$ cat src/rtl/param_register_file.sv
// Parameterised register file: two registered read ports, one write port,
// optional same-cycle write forwarding and a sequential clear engine.
module param_register_file #(
  parameter int unsigned DATA_W   = 13,
  parameter int unsigned ADDR_W   = 3,
  parameter int unsigned NUM_REGS = 8,
  parameter int unsigned ZERO_R0  = 1,
  parameter int unsigned BYPASS   = 1
) (
  input  logic              clk,
  input  logic              reset,
  input  logic              i_memWrite,
  input  logic              i_memRead,
  input  logic              i_clear,
  input  logic [ADDR_W-1:0] i_address1,
  input  logic [ADDR_W-1:0] i_address2,
  input  logic [ADDR_W-1:0] i_destReg,
  input  logic [DATA_W-1:0] i_ALUresult,
  output logic [DATA_W-1:0] o_dataA,
  output logic [DATA_W-1:0] o_dataB,
  output logic              o_busy,
  output logic              o_addr_err
);

  localparam int unsigned PTR_W = $clog2(NUM_REGS);
  localparam logic [PTR_W-1:0] LAST_PTR = PTR_W'(NUM_REGS - 1);
  localparam logic [ADDR_W:0] NUM_REGS_X = (ADDR_W + 1)'(NUM_REGS);

  typedef enum logic {
    IDLE,
    CLEAR
  } state_t;

  state_t            state_q, state_d;
  logic [PTR_W-1:0]  ptr_q, ptr_d;
  logic [DATA_W-1:0] regs_q [NUM_REGS];

  logic              idle;
  logic              wr_in_range;
  logic              a1_in_range;
  logic              a2_in_range;
  logic              wr_en;
  logic              rd_en;
  logic              addr_err_d;
  logic [DATA_W-1:0] rd_a_d;
  logic [DATA_W-1:0] rd_b_d;

  // State and clear-pointer registers
  always_ff @(posedge clk or posedge reset) begin
    if (reset) begin
      state_q <= IDLE;
      ptr_q   <= '0;
    end else begin
      state_q <= state_d;
      ptr_q   <= ptr_d;
    end
  end

  // Next state: a clear walks every register once, then returns to IDLE
  always_comb begin
    state_d = state_q;
    ptr_d   = ptr_q;
    case (state_q)
      IDLE: begin
        if (i_clear) begin
          state_d = CLEAR;
          ptr_d   = '0;
        end
      end
      CLEAR: begin
        if (ptr_q == LAST_PTR) begin
          state_d = IDLE;
          ptr_d   = '0;
        end else begin
          ptr_d = ptr_q + PTR_W'(1);
        end
      end
      default: begin
        state_d = IDLE;
        ptr_d   = '0;
      end
    endcase
  end

  // Access qualification; all host accesses are ignored while clearing
  always_comb begin
    idle        = (state_q == IDLE);
    wr_in_range = ({1'b0, i_destReg} < NUM_REGS_X);
    a1_in_range = ({1'b0, i_address1} < NUM_REGS_X);
    a2_in_range = ({1'b0, i_address2} < NUM_REGS_X);
    wr_en       = idle && i_memWrite && wr_in_range &&
                  !((ZERO_R0 != 0) && (i_destReg == '0));
    rd_en       = idle && i_memRead;
    addr_err_d  = idle && ((i_memWrite && !wr_in_range) ||
                           (i_memRead && (!a1_in_range || !a2_in_range)));
  end

  // Read muxes with optional forwarding of an accepted write
  always_comb begin
    rd_a_d = '0;
    rd_b_d = '0;
    for (int i = 0; i < int'(NUM_REGS); i++) begin
      if (i_address1 == ADDR_W'(i)) rd_a_d = regs_q[i];
      if (i_address2 == ADDR_W'(i)) rd_b_d = regs_q[i];
    end
    if ((BYPASS != 0) && wr_en && (i_address1 == i_destReg)) rd_a_d = i_ALUresult;
    if ((BYPASS != 0) && wr_en && (i_address2 == i_destReg)) rd_b_d = i_ALUresult;
    if (!rd_en || !a1_in_range) rd_a_d = '0;
    if (!rd_en || !a2_in_range) rd_b_d = '0;
  end

  // Register array: clear engine has priority over host writes
  always_ff @(posedge clk or posedge reset) begin
    if (reset) begin
      for (int i = 0; i < int'(NUM_REGS); i++) regs_q[i] <= '0;
    end else begin
      for (int i = 0; i < int'(NUM_REGS); i++) begin
        if ((state_q == CLEAR) && (ptr_q == PTR_W'(i))) begin
          regs_q[i] <= '0;
        end else if (wr_en && (i_destReg == ADDR_W'(i))) begin
          regs_q[i] <= i_ALUresult;
        end
      end
    end
  end

  // Registered outputs
  always_ff @(posedge clk or posedge reset) begin
    if (reset) begin
      o_dataA    <= '0;
      o_dataB    <= '0;
      o_busy     <= 1'b0;
      o_addr_err <= 1'b0;
    end else begin
      o_dataA    <= rd_a_d;
      o_dataB    <= rd_b_d;
      o_busy     <= (state_d == CLEAR);
      o_addr_err <= addr_err_d;
    end
  end

endmodule

$ cat config.mk
export PLATFORM = sky130hd
export DESIGN_NAME = param_register_file
export DESIGN_NICKNAME = d
export VERILOG_FILES = /design/src/rtl/param_register_file.sv
export SDC_FILE = /design/constraint.sdc
export NUM_CORES = 1
export LEC_CHECK = 0
export ABC_AREA = 1
export CORE_MARGIN = 3
export CORE_UTILIZATION = 53
export DETAILED_ROUTE_END_ITERATION = 16
export GPL_TIMING_DRIVEN = 0
export HOLD_SLACK_MARGIN = 0.1
export PLACE_DENSITY = 0.89
export REMOVE_ABC_BUFFERS = 1
export SLEW_MARGIN = 0
export SYNTH_ARGS = -nofsm -noshare
export SYNTH_HDL_FRONTEND = slang
export SYNTH_SLANG_ARGS = --single-unit
$ cat constraint.sdc
create_clock -name clk -period 4.91 [get_ports clk]
set_clock_uncertainty 0.15 [all_clocks]
set_input_delay 0.982 -clock clk [delete_from_list [all_inputs] [get_ports clk]]
set_output_delay 0.982 -clock clk [all_outputs]
set_load 0.02 [all_outputs]
==> results of run 1 <==
==> synth_stat cells (all sizes together) <==
cell	number
o22ai	59
o31ai	1
nor2	73
nand3	72
clkbuf	13
conb	1
nor3	10
a21oi	35
nand3b	1
nand2	193
xor2	3
dfrtp	134
clkinv	1
inv	137
buf	27
o21ai	90
nand4	33
ha	6
==> placed cells by master, fill, tap and decap left out, types with 2 or more instances in the layout <==
| master | synthesis | final |
|---|---|---|
| o22ai_1 | 58 | 58 |
| xor2_1 | 3 | 3 |
| a21oi_1 | 35 | 35 |
| nor3_2 | 3 | 3 |
| nor3_1 | 4 | 4 |
| inv_2 | 12 | 12 |
| inv_1 | 125 | 124 |
| clkinv_2 | 0 | 3 |
| dfrtp_1 | 134 | 134 |
| clkinvlp_4 | 0 | 3 |
| nand3_1 | 71 | 71 |
| clkbuf_8 | 0 | 2 |
| clkdlybuf4s50_1 | 0 | 53 |
| nand2_1 | 192 | 192 |
| clkbuf_16 | 0 | 17 |
| nor2_1 | 71 | 70 |
| ha_1 | 6 | 6 |
| inv_6 | 0 | 2 |
| nand4_1 | 33 | 33 |
| bufinv_16 | 0 | 4 |
| nor3_4 | 3 | 3 |
| o21ai_1 | 10 | 10 |
| o21ai_0 | 80 | 80 |
| nor2_2 | 2 | 3 |
==> kinds of logic (layout without fill, tap and decap cells) <==
| logic type | count (synthesis) | in the layout | synth area share, % |
|---|---|---|---|
| xor gates and xnor gates | 3 | 3 | 0.3808 |
| AOI/OAI and AO/OA | 185 | 185 | 14.61 |
| other | 1 | 1 | 0.05434 |
| adders and majority gates | 6 | 6 | 1.088 |
| and+or+nand+nor | 382 | 382 | 24.59 |
| buffers and inverters | 178 | 224 | 10.68 |
| DFF | 134 | 134 | 48.59 |
==> registers in the layout (all words and copies together) (netlist names) <==
signal,cells
ptr_q,3
o_dataA,13
regs_q,104
o_busy,1
o_dataB,13
==> power by group through the flow <==
| stage | logic (µW) | registers, µW | clock network (µW) |
|---|---|---|---|
| after global routing | 938 | 1520 | 1400 |
| after CTS | 830 | 1490 | 1360 |
| final | 852 | 1490 | 1360 |
| after global placement | 774 | 1490 | 0 |
| after detailed placement | 809 | 1500 | 0 |
| after floorplan | 543 | 1480 | 0 |
==> routing by layer <==
layer  wire [µm]  track usage [%]
met2        9151            44.19
met1        7304            34.81
met5           0                0
met4        1161            18.90
met3        2052            6.268
==> worst register-to-register path: stages, from the launching register on <==
cell and delay [ns]:
dfrtp_1 0.54, nor2_2 0.29, nand4_1 0.67, nand2_1 0.78, o22ai_1 0.18
==> per-stage QoR <==
stage	power (µW)	worst slack (ns)	cells	hold WS, ns	cell area, µm²
2_1_floorplan	2026	0.1952	849	0.3084	6681
3_3_place_gp	2260	-1.589	1074	0.3284	7427
3_5_place_dp	2307	1.114	1075	0.3294	7460
4_1_cts	3674	1.544	1107	0.3437	8092
5_1_grt	3862	1.209	1107	0.3733	8094
6_report	3710	1.449	1107	0.3408	8094
==> cell type report <==
class	count	area share, %
tap	172	2.659
timing repair buffer	54	6.894
inverter	138	6.462
clock buffer	20	5.642
multi-input combinational	577	34.75
clock inverter	12	2.164
sequential	134	41.43
==> worst max path at each step <==
stage                        from                    end  depth (start not counted)
finish              i_address2[0]   o_dataB[8]$_DFF_PP0_                          9
global placement            reset  regs_q[0]$_DFFE_PP0P_                          2
detailed placement  i_address1[0]   o_dataA[4]$_DFF_PP0_                          9
floorplan                   reset       o_busy$_DFF_PP0_                          1
CTS                 i_address2[0]   o_dataB[1]$_DFF_PP0_                          9
global route        i_address1[0]   o_dataA[4]$_DFF_PP0_                          9
==> flow_metrics.tcl, run 1 <==
set metrics [dict create \
    result_of_the_run "complete, no violations" \
    cell_with_the_biggest_individual_delay_on_the_critical_path "nor3_1" \
    viasPerCell 6.079 \
    leakagePower_uw 0.003786 \
    hpwl_um 12800 \
    drt-wirelength-per-cell_um 17.77 \
    detail-route-antenna-nets 0 \
    synthesized_instance_count 889 \
    ys_top_cells_by_area "dfrtp_1 49%, nand2_1 10%, inv_1 6.8%, o21ai_0 5.8%, o22ai_1 5.3%" \
    max-clock-path-buffers 2 \
    yosys.area.top_type_share_pct 48.59 \
    combinationalPowerShare_pct 23.0 \
    fin_util_pct 63.88 \
    cts-root-buf "clkbuf_16" \
    timing.critical_path.from_type "input port" \
    finalHoldViolations 0 \
    core.rowCount 41 \
    htree_levels 4 \
    grt_start_max_net_pins 78 \
    drive_above_1_share_pct 6.203 \
    clock_tree_from_tritoncts "done" \
    detailroute.via_count 6729 \
    swShare_pct 32.93 \
    tightest_slew_ns 1.363 \
    number_of_buffers_inserted_for_hold_repair_after_clock_tree_synthesis 0 \
    globalRoute.totalOverflow 0 \
    regToRegStartpoint "o_busy$_DFF_PP0_" \
    cp.arrival_ns 3.66 \
    worst_r2r_path_depth 4 \
    via_count_of_the_first_global_routing_pass 6598 \
    timing.hold.worst_path_depth 2 \
    ratio_of_total_power_to_cell_area_nw_per_um2 458.3 \
    drv_cap 0 \
    total_switching_power_uw 1222 \
    yosysTopAreaCell "dfrtp_1" \
    dominant_cell_type_by_count_on_the_critical_path "nand2_1" \
    ioPinCount 55 \
    power.ir.vdd_worst_mv 0.5416 \
    insertion_delay_ns 0.42 \
    whs_endpoint "regs_q[101]$_DFFE_PP0P_" \
    netlist_area_um2 6900 \
    clk_transition_reported_paths_ns 0.06 \
    p_int_uw 2488 \
    max_freq_ghz 0.2890 \
    finish.net_count 955 \
    finalCriticalPeriod_ns 3.461 \
    seqPwrFrac_pct 40.3 \
    dieWidth_um 120.1 \
    multiInputGateArea_um2 2813 \
    worst_ep_required_time_ns 5.11 \
    synth-warning-count 0 \
    cp_top_family "simple AND/OR/NAND/NOR gates" \
    die_h_um 120.1 \
    layout-area-overhead-vs-synth_pct 17.30 \
    setup.reg_to_reg.worst_slack_ns 2.14 \
    post_cts_resized 0 \
    pwr-share-clk_pct 36.8 \
    initial_antenna_violation_count 0 \
    min_path_type "reg -> reg" \
    path_cells "clkdlybuf4s50_1 > inv_2 > nor3_1 > nand2_1 > nand2_1 > nor2_1 > nand4_1 > nand2_1 > a21oi_1" \
    nFillCells 982 \
    cts_setup_buffers 0 \
    portBuffers 53 \
    cts.sinks 134 \
    worst-path-buf-inv 2 \
    globalplace.congestion 0.9568 \
    timing.critical_path.to_type "register" \
    finalWirelength_um 19670 \
    fp.dieArea_um2 14430 \
    critical-path-max-stage-delay_ns 1.05 \
    hold_start "regs_q[101]$_DFFE_PP0P_" \
    final.period_utilization_pct 70.48 \
    timing_max_transition_violations_final 0 \
    fp.coreArea_um2 12670 \
    fin_tns_setup_ns 0 \
    synth.ff_latch_count 134 \
    regToRegEndpoint "regs_q[11]$_DFFE_PP0P_" \
    ys_types 28 \
    synth_area_per_cell_um2 7.762 \
    first_pass_iters 7 \
    setup_viol 0 \
    timing.slew.headroom_pct 8.467 \
    cts_buffers 17 \
    critPathMaxFanout 11 \
    ys_seq_area_share_pct 48.59 \
    combined_global_route_utilization_of_all_metal_layers_pct 28.15 \
    route.detailed.drc 0 \
    rsz0062_at_grt "false" \
    regArea_um2 3353 \
    grt_first_pass_wirelength_um 31970 \
    number_of_antenna_cells_inserted 0 \
    setup.worst_path.class "in -> reg" \
    number_of_drc_violations_after_detailed_routing_iteration_0 1058 \
    initial_utilization_pct 54.46 \
]
Note: power is estimated with default switching activity, not from simulation.
==> run 2, diff against run 1 <==
Settings changed: CORE_UTILIZATION 53 to 54, PLACE_DENSITY 0.89 to 0.87.
Clock period 4.91 ns to 3.6 ns, I/O delays scaled along.
==> flow_metrics.tcl, run 2 (synthesis gave the netlist of run 1 again) <==
set metrics [dict create \
    result_of_the_run "complete, no violations" \
    fin_tns_setup_ns 0 \
    regToRegStartpoint "o_busy$_DFF_PP0_" \
    mostFrequentLayoutCells "192 x nand2_1, 134 x dfrtp_1, 124 x inv_1, 80 x o21ai_0, 71 x nand3_1" \
    ioPinCount 55 \
    timing.critical_path.from_type "input port" \
    viasPerCell 6.079 \
    timing.slew.headroom_pct 8.383 \
    cts-root-buf "clkbuf_16" \
    grt_first_pass_wirelength_um 32400 \
    cts.sinks 134 \
    hold_start "regs_q[93]$_DFFE_PP0P_" \
    portBuffers 53 \
    critPathMaxFanout 14 \
    number_of_antenna_cells_inserted 0 \
    registers.top_by_ff_count "regs_q" \
    leakagePower_uw 0.003784 \
    regToRegEndpoint "regs_q[11]$_DFFE_PP0P_" \
    globalplace.congestion 0.9344 \
    detail-route-antenna-nets 0 \
    setup.worst_path.class "in -> reg" \
    max-clock-path-buffers 2 \
    drive_above_1_share_pct 6.624 \
    grt_start_max_net_pins 75 \
    cts_setup_buffers 0 \
    finalInstanceArea_um2 8102 \
    timing_max_transition_violations_final 0 \
    combined_global_route_utilization_of_all_metal_layers_pct 28.75 \
    worst_ep_required_time_ns 3.72 \
    tightest_slew_ns 1.364 \
    whs_endpoint "regs_q[93]$_DFFE_PP0P_" \
    leading_cell_type_in_the_layout_fill_and_taps_excluded "nand2_1" \
    clock_tree_from_tritoncts "done" \
    number_of_buffers_inserted_for_hold_repair_after_clock_tree_synthesis 0 \
    cts_buffers 17 \
    drv_cap 0 \
    dieWidth_um 119.0 \
    finalHoldViolations 0 \
    max_freq_ghz 0.3147 \
    postPlaceCellArea_um2 7455 \
    power.ir.vdd_worst_mv 0.5500 \
    biggestRegsByFlops "regs_q: 104 flops, o_dataA: 13 flops, o_dataB: 13 flops" \
    worst_r2r_path_depth 4 \
    nFillCells 959 \
    number_of_drc_violations_after_detailed_routing_iteration_0 1085 \
    final.period_utilization_pct 88.26 \
    setup_viol 0 \
    globalRoute.totalOverflow 0 \
    rsz0062_at_grt "false" \
    hpwl_um 12810 \
    first_pass_iters 9 \
    via_count_of_the_first_global_routing_pass 6584 \
    drt-wirelength-per-cell_um 18.10 \
    ratio_of_total_power_to_cell_area_nw_per_um2 621.6 \
    min_path_type "reg -> reg" \
    detailroute.via_count 6711 \
    clk_transition_reported_paths_ns 0.06 \
    finish.net_count 956 \
    post_cts_resized 0 \
    fp.coreArea_um2 12260 \
    setup.reg_to_reg.worst_slack_ns 0.54 \
    timing.hold.worst_path_depth 2 \
    number_of_flip_flops_under_the_largest_register_name 104 \
    cp.arrival_ns 3.30 \
    fp.dieArea_um2 14170 \
    layout-area-overhead-vs-synth_pct 17.41 \
    insertion_delay_ns 0.43 \
    finalCriticalPeriod_ns 3.177 \
    route.detailed.drc 0 \
    initial_utilization_pct 56.28 \
    die_h_um 119.0 \
    core.rowCount 40 \
    initial_antenna_violation_count 0 \
    finalWirelength_um 19990 \
    htree_levels 4 \
    timing.critical_path.to_type "register" \
]
## run 2: per-layer routing
| metal | wire length (µm) | track usage, % | share of wire (%) | vias up |
|---|---|---|---|---|
| met5 | 0 | 0 | 0 | - |
| met4 | 843 | 15.86 | 4.2 | 0 |
| met2 | 9553 | 44.65 | 48 | 483 |
| met3 | 1992 | 7.455 | 10 | 101 |
| li1 | - | - | - | 2986 |
| met1 | 7597 | 36.73 | 38 | 3141 |
## run 2: layout make-up
cell class                 instances  area, µm²  area share, %
tap                              168      210.2          2.595
multi-input combinational        577       2823          34.84
inverter                         138      523.0          6.456
clock inverter                    11      146.4          1.807
clock buffer                      21      480.5          5.931
sequential                       134       3353          41.39
timing repair buffer              55      565.5          6.981
## run 2: worst max-delay path by stage
| stage | startpoint | end | cells after the start |
|---|---|---|---|
| after global routing | i_memWrite | regs_q[6]$_DFFE_PP0P_ | 6 |
| final | i_memWrite | regs_q[11]$_DFFE_PP0P_ | 6 |
| after CTS | i_address1[0] | o_dataA[5]$_DFF_PP0_ | 9 |
| after floorplan | reset | o_busy$_DFF_PP0_ | 1 |
| after global placement | reset | o_dataA[1]$_DFF_PP0_ | 2 |
| after detailed placement | i_address2[0] | o_dataB[5]$_DFF_PP0_ | 9 |
## run 2: stage by stage
stage | instances | hold WS (ns) | setup slack (ns) | utilization, % | total power [µW]
floorplan | 849 | 0.3084 | -0.8528 | - | 2763
global placement | 1070 | 0.3281 | -2.685 | 60.53 | 3091
detailed placement | 1071 | 0.3331 | 0.06985 | 60.80 | 3147
CTS | 1103 | 0.3487 | 0.4725 | 65.91 | 4984
global route | 1104 | 0.3722 | 0.4204 | 66.07 | 5252
finish | 1104 | 0.3539 | 0.4226 | 66.07 | 5036
## run 2: power by group
part | internal [µW] | switching [µW] | total, µW
logic | 376 | 781 | 1160
clock network | 1160 | 679 | 1840
registers | 1820 | 216 | 2040
total | 3360 | 1680 | 5040
## run 2: critical path, cell delays in order
cell and delay, ns:
clkdlybuf4s50_1 0.45, inv_1 0.04, nor2_2 0.29, nand4_1 0.77, nand2_1 0.84, o22ai_1 0.16
==> run 3, diff against run 2 <==
Clock period 3.6 ns to 4.1 ns, I/O delays scaled along.
==> results of run 3 <==
Same layout as run 2 (identical final DEF). Status: complete, no violations.
Main changes from that run: setup slack after placement 0.06985 ns -> 0.4698 ns; setup slack after layout 0.4226 ns -> 0.8226 ns; register-to-register setup slack 0.54 ns -> 1.04 ns; total power 5036 µW -> 4422 µW; worst IR drop on VDD 0.5500 mV -> 0.4830 mV
